$ cat src/rtl/pulse_tx.sv
// pulse_tx: test-pulse burst transmitter.
// On an accepted start it drives a burst of num_pulses rectangular pulses on
// DATA_OUT, each pulse_width cycles high separated by gap_width cycles low, then
// strobes done for one cycle. abort cuts the burst short and flags aborted.
//
// Ports:
//   CLK_IN      system clock, rising edge
//   rst         asynchronous active-high reset
//   start       burst request, sampled only in IDLE
//   pulse_width high-phase length in cycles (0 treated as 1)
//   gap_width   low-phase length in cycles (0 treated as 1)
//   num_pulses  pulses per burst (0 gives an empty burst)
//   abort       terminate the running burst
//   DATA_OUT    registered pulse line
//   busy        high while a burst is running (HIGH or LOW)
//   done        one-cycle completion strobe
//   aborted     last burst was aborted; held until the next accepted start
//   pulses_sent completed high phases in the current or last burst
module pulse_tx #(
  parameter int unsigned CNT_W = 16,
  parameter int unsigned NUM_W = 8
) (
  input  logic             CLK_IN,
  input  logic             rst,
  input  logic             start,
  input  logic [CNT_W-1:0] pulse_width,
  input  logic [CNT_W-1:0] gap_width,
  input  logic [NUM_W-1:0] num_pulses,
  input  logic             abort,
  output logic             DATA_OUT,
  output logic             busy,
  output logic             done,
  output logic             aborted,
  output logic [NUM_W-1:0] pulses_sent
);

  typedef enum logic [1:0] {
    S_IDLE = 2'd0,
    S_HIGH = 2'd1,
    S_LOW  = 2'd2,
    S_DONE = 2'd3
  } state_t;

  state_t           r_state;
  logic [CNT_W-1:0] r_cnt;
  logic [CNT_W-1:0] r_pw;
  logic [CNT_W-1:0] r_gap;
  logic [NUM_W-1:0] r_num;
  logic [NUM_W-1:0] r_sent;
  logic             r_data;
  logic             r_busy;
  logic             r_done;
  logic             r_aborted;

  // Zero widths are promoted to one so every phase lasts at least a cycle.
  logic [CNT_W-1:0] w_pw_eff;
  logic [CNT_W-1:0] w_gap_eff;
  logic [NUM_W-1:0] w_sent_inc;

  assign w_pw_eff   = (pulse_width == '0) ? CNT_W'(1) : pulse_width;
  assign w_gap_eff  = (gap_width   == '0) ? CNT_W'(1) : gap_width;
  assign w_sent_inc = r_sent + NUM_W'(1);

  // Burst FSM; DATA_OUT/busy/done are registered alongside the state they decode.
  always_ff @(posedge CLK_IN or posedge rst) begin
    if (rst) begin
      r_state   <= S_IDLE;
      r_cnt     <= '0;
      r_pw      <= CNT_W'(1);
      r_gap     <= CNT_W'(1);
      r_num     <= '0;
      r_sent    <= '0;
      r_data    <= 1'b0;
      r_busy    <= 1'b0;
      r_done    <= 1'b0;
      r_aborted <= 1'b0;
    end else begin
      r_done <= 1'b0;
      unique case (r_state)
        S_IDLE: begin
          if (start) begin
            r_pw      <= w_pw_eff;
            r_gap     <= w_gap_eff;
            r_num     <= num_pulses;
            r_sent    <= '0;
            r_aborted <= 1'b0;
            if (num_pulses != '0) begin
              r_state <= S_HIGH;
              r_cnt   <= w_pw_eff - CNT_W'(1);
              r_data  <= 1'b1;
              r_busy  <= 1'b1;
            end else begin
              r_state <= S_DONE;
              r_done  <= 1'b1;
            end
          end
        end

        S_HIGH: begin
          if (abort) begin
            // A pulse cut short is not counted.
            r_state   <= S_DONE;
            r_done    <= 1'b1;
            r_aborted <= 1'b1;
            r_data    <= 1'b0;
            r_busy    <= 1'b0;
          end else if (r_cnt != '0) begin
            r_cnt <= r_cnt - CNT_W'(1);
          end else begin
            r_sent <= w_sent_inc;
            r_data <= 1'b0;
            if (w_sent_inc == r_num) begin
              // Last pulse: finish without a trailing gap.
              r_state <= S_DONE;
              r_done  <= 1'b1;
              r_busy  <= 1'b0;
            end else begin
              r_state <= S_LOW;
              r_cnt   <= r_gap - CNT_W'(1);
            end
          end
        end

        S_LOW: begin
          if (abort) begin
            r_state   <= S_DONE;
            r_done    <= 1'b1;
            r_aborted <= 1'b1;
            r_data    <= 1'b0;
            r_busy    <= 1'b0;
          end else if (r_cnt != '0) begin
            r_cnt <= r_cnt - CNT_W'(1);
          end else begin
            r_state <= S_HIGH;
            r_cnt   <= r_pw - CNT_W'(1);
            r_data  <= 1'b1;
          end
        end

        S_DONE: begin
          // Start is ignored here; a new burst is taken from the next IDLE cycle.
          r_state <= S_IDLE;
        end

        default: begin
          r_state <= S_IDLE;
          r_data  <= 1'b0;
          r_busy  <= 1'b0;
        end
      endcase
    end
  end

  assign DATA_OUT    = r_data;
  assign busy        = r_busy;
  assign done        = r_done;
  assign aborted     = r_aborted;
  assign pulses_sent = r_sent;

endmodule

$ cat config.mk
export PLATFORM = sky130hd
export DESIGN_NAME = pulse_tx
export DESIGN_NICKNAME = d
export VERILOG_FILES = /design/src/rtl/pulse_tx.sv
export SDC_FILE = /design/constraint.sdc
export NUM_CORES = 1
export LEC_CHECK = 0
export CAP_MARGIN = 20
export CORE_MARGIN = 2
export CORE_UTILIZATION = 35
export DETAILED_ROUTE_END_ITERATION = 7
export SETUP_SLACK_MARGIN = 0.4
export SYNTH_ARGS = -nofsm -noshare
export SYNTH_HDL_FRONTEND = slang
export SYNTH_SLANG_ARGS = --single-unit
$ cat constraint.sdc
create_clock -name CLK_IN -period 3.9 [get_ports CLK_IN]
set_input_delay 0.585 -clock CLK_IN [delete_from_list [all_inputs] [get_ports CLK_IN]]
set_output_delay 0.585 -clock CLK_IN [all_outputs]
set_load 0.005 [all_outputs]
==> results of run 1 <==
logic make-up (layout without fill, tap and decap cells):
group / after synthesis / after routing / share of synthesized area
simple gates: 163 / 163 / 0.183
xor+xnor: 39 / 39 / 0.0693
fa+ha+maj: 10 / 10 / 0.0254
compound gates: 136 / 136 / 0.183
flops: 70 / 70 / 0.356
buf+inv: 55 / 107 / 0.0556
mux: 55 / 55 / 0.128
worst max-delay path, delay by kind of cell, from the launching register on:
kind          cells  cell delay (ps)
flops             1              470
simple gates      5             1950
mux               1              390
fa+ha+maj         1              300
synth_stat cells (all sizes together) (3+ instances only):
cell type  count
mux2i          6
o31ai         11
a211oi         5
xor2          18
o211ai         4
nand3         12
a31o           3
a32oi          3
nor4          21
mux2          49
buf            6
nand4         13
and3           3
nor3          19
a41o           3
a31oi          8
a21o           3
dfrtp         68
o22ai          7
or4           11
and4           5
xnor2         21
o21ai         30
nor4b          3
a22o           4
a21oi         32
nand2         27
ha            10
a41oi          4
nand2b         8
clkbuf        22
nor2          29
nand4b         3
inv           25
a22oi          3
stage by stage:
step	cell area [um2]	hold slack, ps	instances	power (mW)
after detailed placement	5620	505	744	3.70
after global placement	5620	504	744	3.66
after global routing	5900	533	760	4.83
after CTS	5900	520	760	4.51
after floorplan	4930	488	528	3.10
final	5900	518	760	4.50
path summary, 6_finish.rpt:
path                             end  depth (start not counted)            from  slack [ps]
max in group asynchronous    r_pw[0]                          3             rst        2480
hold / removal              DATA_OUT                          1        DATA_OUT         520
setup / recovery            r_cnt[5]                          7  pulses_sent[0]         660
hold reg to reg             DATA_OUT                          1        DATA_OUT         520
min in group asynchronous  r_gap[14]                          2             rst         690
setup reg to reg            r_cnt[5]                          7  pulses_sent[0]         660
power by group:
| part | switching [mW] | leakage [nW] | internal, mW | total, mW |
|---|---|---|---|---|
| clock network | 0.345 | 0.135 | 0.451 | 0.796 |
| logic | 1.18 | 1.34 | 1.05 | 2.23 |
| registers | 0.413 | 0.852 | 1.06 | 1.48 |
state kept, by name (all words and copies together) (netlist names):
signal / cells
r_num: 8
done: 1
busy: 1
DATA_OUT: 1
r_state: 2
r_pw: 16
r_cnt: 16
pulses_sent: 8
r_gap: 16
aborted: 1
area by class of cell:
class | count | area, um2 | share of cell area
Inverter | 27 | 101 | 0.0172
Clock buffer | 10 | 239 | 0.0405
Sequential cell | 70 | 1750 | 0.297
Tap cell | 180 | 225 | 0.0382
Clock inverter | 6 | 46.3 | 0.00785
Timing Repair Buffer | 64 | 631 | 0.107
Multi-Input combinational cell | 403 | 2900 | 0.492
layer usage:
metal / up-vias / part of all wire / GRT usage
met1: 2145 / 0.46 / 0.266
met2: 103 / 0.47 / 0.301
li1: 2105 / - / -
met4: 0 / 0.023 / 0.0733
met3: 20 / 0.042 / 0.0404
met5: - / 0 / 0
==> impl_metrics.env, run 1 <==
export IMPL_clkLatencyLatePin_ps=350
export IMPL_rsz0062_at_grt="no"
export IMPL_floorplan_rows=43
export IMPL_place_worst_setup_slack_ps=442
export IMPL_num_antenna_cells=0
export IMPL_hp_class="reg -> reg"
export IMPL_synth_warning_count=0
export IMPL_finalHoldViolations=0
export IMPL_period_needed_ps=3240
export IMPL_floorplan_initialDensity=0.357
export IMPL_critical_path_arrival_ps=3470
export IMPL_synthesis_nets=582
export IMPL_floorplan_die_area_um2=15100
export IMPL_io_pin_count=56
export IMPL_max_cap_viol_count=0
export IMPL_die_w_um=123
export IMPL_tightest_slew_ps=982
export IMPL_crit_path_cell_trace="ha_1, and3_1, and3_1, or4b_4, or4_4, nand2b_2, mux2_2"
export IMPL_fin_setup_tns_ps=0
export IMPL_achievable_frequency_mhz=309
export IMPL_worst_path_max_delay_cell="sky130_fd_sc_hd__or4_4"
export IMPL_port_buffers=55
export IMPL_clock_tree_htree_level_count=3
export IMPL_mostFrequentLayoutCells="68 x sky130_fd_sc_hd__dfrtp_1, 55 x sky130_fd_sc_hd__clkdlybuf4s50_1, 44 x sky130_fd_sc_hd__mux2_2"
export IMPL_via_count=4373
export IMPL_timing_final_max_slew_violations=0
export IMPL_post_cts_setup_buffer_count=0
export IMPL_cts_root_buf="sky130_fd_sc_hd__clkbuf_16"
export IMPL_synth_ff_type="sky130_fd_sc_hd__dfrtp_1"
export IMPL_design_final_nets=629
export IMPL_status="completed"
export IMPL_postSynth_asyncResetShare=1.00
export IMPL_fin_worst_skew_ps=8.73
export IMPL_cts_inserted_buffers=9
export IMPL_gp_congestion=0.900
export IMPL_postRouteAntennaNets=0
export IMPL_post_syn_area_um2=4930
export IMPL_grt_first_pass_wirelength_um=22600
export IMPL_synth_seq_area_share=0.356
export IMPL_tritoncts="built"
export IMPL_setup_violations_final=0
export IMPL_synth_area_top_cells="sky130_fd_sc_hd__dfrtp_1 35%, sky130_fd_sc_hd__mux2_2 10%, sky130_fd_sc_hd__xnor2_1 3.7%"
export IMPL_hpwlAfterDp_um=10300
export IMPL_areaGrowthSynthToFinish_pct=19.7
export IMPL_grt_use_total=0.194
export IMPL_worst_slack_ps=661
export IMPL_yosys_top_cell_area_share=0.345
export IMPL_critical_path_max_stage_delay_ps=600
export IMPL_drive_above_1_share=0.152
export IMPL_synth_largest_area_cell="sky130_fd_sc_hd__dfrtp_1"
export IMPL_route_detailed_drc=0
export IMPL_detail_route_vias_per_cell=5.75
export IMPL_die_h_um=123
export IMPL_final_common_cell="sky130_fd_sc_hd__dfrtp_1"
export IMPL_drt_pass1_iterations=4
export IMPL_start_kind="register"
export IMPL_fill_cells=1362
export IMPL_grt_max_degree=47
export IMPL_power_leakage_nw=2.32
export IMPL_globalRouteOverflowTotal=0
export IMPL_cts_resized=0
export IMPL_clock_sinks=70
export IMPL_clkTransAtPathRegs_ps=60
export IMPL_starting_drt_drc_count=281
export IMPL_relSlewSlack=0.343
export IMPL_netlist_cell_type_count=65
export IMPL_avgRoutedWirePerCell_um=18.0
export IMPL_final_min_period_over_clock_period=0.830
export IMPL_critical_path_max_fanout=16
export IMPL_antenna_violations_before_repair=0
export IMPL_synth_ff_latch_count=70
export IMPL_crit_path_frequent_cell="sky130_fd_sc_hd__and3_1"
export IMPL_fin_util=0.427
export IMPL_cts_max_path_buffers=2
export IMPL_routed_wl_um=13700
export IMPL_synth_edf_count=0
export IMPL_crit_required_ps=4130
export IMPL_critPathKind="reg -> reg"
export IMPL_floorplan_core_area_um2=13800
export IMPL_p_per_cell_area_nw_per_um2=763
export IMPL_avgSynthCellArea_um2=9.34
export IMPL_max_vdd_ir_drop_mv=0.281
export IMPL_cts_hold_buffers=0
export IMPL_synthesized_netlist_cell_count=528
export IMPL_endpoint_kind="register"
export IMPL_first_global_vias=4192
No activity file was read; power rests on OpenSTA's default activity.
==> run 2, diff against run 1 <==
clock period = 3.3 ns   (was 3.9 ns; I/O delays follow)
==> impl_metrics.env, run 2 (synthesized netlist as in run 1, its figures left out) <==
export IMPL_io_pin_count=56
export IMPL_starting_drt_drc_count=310
export IMPL_die_w_um=123
export IMPL_hpwlAfterDp_um=10600
export IMPL_largestRegisters="r_cnt x16, r_gap x16, r_pw x16"
export IMPL_detail_route_vias_per_cell=5.64
export IMPL_critPathKind="reg -> reg"
export IMPL_power_leakage_nw=2.47
export IMPL_avgRoutedWirePerCell_um=18.1
export IMPL_cpLargestDelayFamily="simple AND/OR/NAND/NOR gates"
export IMPL_cp_startpoint="pulses_sent[0]"
export IMPL_start_kind="register"
export IMPL_clkTransAtPathRegs_ps=70
export IMPL_clock_tree_htree_level_count=3
export IMPL_setup_violations_final=0
export IMPL_fin_worst_skew_ps=11.2
export IMPL_post_route_cell_area_um2=6150
export IMPL_final_min_period_over_clock_period=0.841
export IMPL_cts_inserted_buffers=9
export IMPL_critical_path_max_fanout=7
export IMPL_drt_pass1_iterations=5
export IMPL_globalRouteOverflowTotal=0
export IMPL_mostFrequentLayoutCells="67 x sky130_fd_sc_hd__dfrtp_1, 55 x sky130_fd_sc_hd__clkdlybuf4s50_1, 44 x sky130_fd_sc_hd__mux2_2"
export IMPL_place_worst_setup_slack_ps=190
export IMPL_worst_path_max_delay_cell="sky130_fd_sc_hd__or4_4"
export IMPL_route_detailed_drc=0
export IMPL_power_mw=5.63
export IMPL_clkLatencyLatePin_ps=360
export IMPL_finalHoldViolations=0
export IMPL_drive_above_1_share=0.190
export IMPL_design_final_nets=653
export IMPL_grt_first_pass_wirelength_um=23000
export IMPL_hp_class="reg -> reg"
export IMPL_tritoncts="built"
export IMPL_p_per_cell_area_nw_per_um2=915
export IMPL_max_cap_viol_count=0
export IMPL_clock_sinks=70
export IMPL_floorplan_core_area_um2=13800
export IMPL_critical_path_n_buffers_inverters=0
export IMPL_die_h_um=123
export IMPL_final_cells=784
export IMPL_areaGrowthSynthToFinish_pct=24.8
export IMPL_dp_cells=761
export IMPL_timing_final_max_slew_violations=0
export IMPL_postPlaceCellArea_um2=5730
export IMPL_rsz0062_at_grt="no"
export IMPL_critical_path_arrival_ps=3010
export IMPL_worst_r2r_startpoint="pulses_sent[0]"
export IMPL_first_global_vias=4364
export IMPL_max_vdd_ir_drop_mv=0.340
export IMPL_floorplan_die_area_um2=15100
export IMPL_floorplan_rows=43
export IMPL_final_common_cell="sky130_fd_sc_hd__dfrtp_1"
export IMPL_worst_slack_ps=524
export IMPL_relSlewSlack=0.489
export IMPL_postRouteAntennaNets=0
export IMPL_period_needed_ps=2780
export IMPL_crit_path_cell_trace="ha_2, and3_4, and3_1, or4b_4, or4_4, nand2b_4, mux2_2"
export IMPL_antenna_violations_before_repair=0
export IMPL_gp_congestion=0.866
export IMPL_cts_root_buf="sky130_fd_sc_hd__clkbuf_16"
export IMPL_floorplan_initialDensity=0.357
export IMPL_port_buffers=55
export IMPL_via_count=4419
export IMPL_crit_required_ps=3530
export IMPL_fin_setup_tns_ps=0
export IMPL_endpoint_kind="register"
export IMPL_status="completed"
export IMPL_cts_max_path_buffers=2
export IMPL_critical_path_max_stage_delay_ps=590
export IMPL_hold_path_startpoint="busy"
export IMPL_achievable_frequency_mhz=360
export IMPL_num_antenna_cells=0
export IMPL_tightest_slew_ps=764
export IMPL_grt_max_degree=36
export IMPL_routed_wl_um=14200
export IMPL_grt_use_total=0.199
[run 2: worst paths after layout]
| path | end | slack, ps | cells past startpoint |
|---|---|---|---|
| worst max-delay path | r_cnt[2] | 520 | 7 |
| worst min register to register | busy | 510 | 1 |
| min in group asynchronous | r_gap[13] | 590 | 2 |
| worst min-delay path | busy | 510 | 1 |
| max in group asynchronous | r_pw[0] | 1860 | 3 |
| worst max register to register | r_cnt[2] | 520 | 7 |
[run 2: worst register-to-register path: cells and delay by family (launching register included)]
| family | cells | cell delay, ps |
|---|---|---|
| AND/OR/NAND/NOR | 5 | 1620 |
| flip-flops | 1 | 440 |
| multiplexers | 1 | 360 |
| adder cells (fa/ha/maj) | 1 | 230 |
[run 2: through the flow]
| step | hold WS (ps) | util |
|---|---|---|
| after floorplan | 488 | - |
| after global placement | 499 | 0.415 |
| after detailed placement | 503 | 0.415 |
| after CTS | 516 | 0.442 |
| after global routing | 526 | 0.445 |
| final | 508 | 0.445 |
[run 2: repair_timing]
action,in CTS,in global routing
gates resized for setup,2,3
pin swaps,0,1
endpoints found under the setup margin,14,12
hold buffers,0,0
buffers inserted,2,4
cloned,1,0
[run 2: per-layer routing]
| layer | global-route usage | up-vias | wire (um) |
|---|---|---|---|
| met5 | 0 | - | 0 |
| li1 | - | 2145 | - |
| met1 | 0.268 | 2154 | 6590 |
| met3 | 0.0339 | 22 | 531 |
| met4 | 0.0761 | 0 | 312 |
| met2 | 0.318 | 98 | 6730 |
[run 2: power breakdown]
group          total, mW  internal [mW]  leakage, nW  switching [mW]
Sequential          1.74           1.26        0.851           0.481
Combinational       2.73           1.31         1.46            1.42
Clock               1.16          0.761        0.166           0.401
Total               5.63           3.33         2.47            2.31
[run 2: area by class of cell]
| cell class | instances | area [um2] |
|---|---|---|
| clock buffers | 11 | 243 |
| clock inverters | 5 | 106 |
| fillers | 1322 | 7670 |
| inverters | 27 | 101 |
| multi-input cells | 404 | 2930 |
| flip-flops and latches | 70 | 1760 |
| well taps | 180 | 225 |
| repair buffers | 87 | 791 |
==> run 3, diff against run 2 <==
clock period = 2.57 ns   (was 3.3 ns; I/O delays follow)
==> impl_metrics.env, run 3 (synthesized netlist as in run 1, its figures left out) <==
export IMPL_num_antenna_cells=0
export IMPL_routed_wl_um=15300
export IMPL_post_route_cell_area_um2=6840
export IMPL_floorplan_initialDensity=0.357
export IMPL_postRouteAntennaNets=0
export IMPL_avgRoutedWirePerCell_um=18.3
export IMPL_drive_above_1_share=0.296
export IMPL_critPathKind="reg -> reg"
export IMPL_max_cap_viol_count=0
export IMPL_grt_util_met3=0.0390
export IMPL_tightest_slew_ps=529
export IMPL_critical_path_max_stage_delay_ps=580
export IMPL_grt_busiest_layer="met2"
export IMPL_fin_util=0.495
export IMPL_tritoncts="built"
export IMPL_final_cells=836
export IMPL_critical_path_arrival_ps=2770
export IMPL_floorplan_die_area_um2=15100
export IMPL_finalHoldViolations=0
export IMPL_gp_congestion=0.951
export IMPL_postPlaceCellArea_um2=6120
export IMPL_hpwlAfterDp_um=11000
export IMPL_cts_max_path_buffers=2
export IMPL_rsz0062_at_grt="yes"
export IMPL_met1_usage=0.269
export IMPL_status="completed"
export IMPL_final_min_period_over_clock_period=0.987
export IMPL_crit_path_frequent_cell="sky130_fd_sc_hd__nand2b_4"
export IMPL_grt_use_total=0.207
export IMPL_areaGrowthSynthToFinish_pct=38.7
export IMPL_worst_path_max_delay_cell="sky130_fd_sc_hd__or4_4"
export IMPL_max_vdd_ir_drop_mv=0.490
export IMPL_fin_worst_skew_ps=8.85
export IMPL_clkTransAtPathRegs_ps=60
export IMPL_power_leakage_nw=2.82
export IMPL_grt_max_degree=71
export IMPL_achievable_frequency_mhz=394
export IMPL_cellInternalPower_mw=4.70
export IMPL_timing_final_max_slew_violations=0
export IMPL_cts_hold_buffers=0
export IMPL_clkLatencyLatePin_ps=350
export IMPL_cts_inserted_buffers=9
export IMPL_drt_pass1_iterations=5
export IMPL_clock_tree_htree_level_count=3
export IMPL_antenna_violations_before_repair=0
export IMPL_crit_path_cell_trace="ha_4, buf_4, nand2b_4, o211a_1, o32a_4, or4_4, nand2b_4, mux2_4"
export IMPL_setup_violations_final=0
export IMPL_mostFrequentLayoutCells="74 x sky130_fd_sc_hd__buf_4, 66 x sky130_fd_sc_hd__dfrtp_1, 55 x sky130_fd_sc_hd__clkdlybuf4s50_1"
export IMPL_floorplan_core_area_um2=13800
export IMPL_combinationalPowerShare=0.537
export IMPL_design_final_nets=705
export IMPL_largestRegisters="r_cnt x16, r_gap x16, r_pw x16"
export IMPL_relSlewSlack=0.647
export IMPL_critical_path_max_fanout=7
export IMPL_p_sw_frac=0.405
export IMPL_detail_route_vias_per_cell=5.69
export IMPL_port_buffers=55
export IMPL_io_pin_count=56
export IMPL_clock_sinks=70
export IMPL_starting_drt_drc_count=365
export IMPL_seq_power_share=0.279
export IMPL_crit_required_ps=2800
export IMPL_dp_cells=804
export IMPL_p_per_cell_area_nw_per_um2=1150
export IMPL_endpoint_kind="register"
export IMPL_worst_slack_ps=34.1
export IMPL_hp_class="in -> async"
export IMPL_place_worst_setup_slack_ps=-300
export IMPL_globalRouteOverflowTotal=0
export IMPL_grt_util_met2=0.339
export IMPL_route_detailed_drc=0
export IMPL_via_count=4754
export IMPL_period_needed_ps=2540
export IMPL_power_net_switching_mw=3.20
export IMPL_start_kind="register"
export IMPL_die_w_um=123
export IMPL_first_global_vias=4614
export IMPL_final_common_cell="sky130_fd_sc_hd__buf_4"
export IMPL_floorplan_rows=43
export IMPL_cts_root_buf="sky130_fd_sc_hd__clkbuf_16"
export IMPL_die_h_um=123
export IMPL_grt_first_pass_wirelength_um=24100
export IMPL_pwr_share_clk=0.184
==> run 3: repair_timing <==
| action | in CTS | in global routing |
|---|---|---|
| pin swaps | 5 | 17 |
| cloned | 1 | 1 |
| endpoints found under the setup margin | 28 | 27 |
| resized for setup | 21 | 30 |
| setup buffers | 3 | 11 |
==> run 3: final cells by class <==
type	instances	area [um2]
Multi-Input combinational cell	404	3160
Tap cell	180	225
Fill cell	1243	6990
Sequential cell	70	1760
Timing Repair Buffer	139	1240
Inverter	27	105
Clock buffer	12	246
Clock inverter	4	95.1
==> run 3: routing by layer <==
layer | vias up | wire, um
li1 | 2255 | -
met1 | 2318 | 6630
met2 | 152 | 7470
met3 | 29 | 754
met4 | 0 | 405
met5 | - | 0
==> run 3: worst max-delay path: cells and delay by family, from the launching register on <==
family          cells  cell delay (ps)
fa+ha+maj           1              170
mux                 1              320
buf+inv             1              140
compound gates      2              450
simple gates        3              910
flops               1              430
==> run 3: worst paths after layout <==
check                           depth (start not counted)      startpoint  slack [ps]       end
worst max-delay path                                    8  pulses_sent[0]          30  r_cnt[1]
worst min-delay path                                    3             rst         440  r_gap[9]
worst max register to register                          8  pulses_sent[0]          30  r_cnt[1]
worst min register to register                          1            busy         520      busy
max in group asynchronous                               3             rst        1820   r_pw[0]
min in group CLK_IN                                     1            busy         520      busy
==> run 3: power groups by stage <==
| stage | Combinational (mW) | Sequential [mW] | Clock (mW) |
|---|---|---|---|
| 2_1_floorplan | 2.69 | 2.03 | 0 |
| 3_3_place_gp | 3.66 | 2.14 | 0 |
| 3_5_place_dp | 3.70 | 2.16 | 0 |
| 4_1_cts | 3.94 | 2.16 | 1.48 |
| 5_1_grt | 4.57 | 2.29 | 1.52 |
| 6_report | 4.24 | 2.20 | 1.45 |
==> run 3: per-stage QoR <==
| stage | power [mW] | TNS (ps) | hold WS (ps) |
|---|---|---|---|
| final | 7.90 | 0 | 437 |
| after global routing | 8.38 | -192 | 491 |
| after CTS | 7.58 | -883 | 458 |
| after detailed placement | 5.86 | -2640 | 511 |
| after global placement | 5.80 | -2360 | 511 |
| after floorplan | 4.72 | -2110 | 488 |
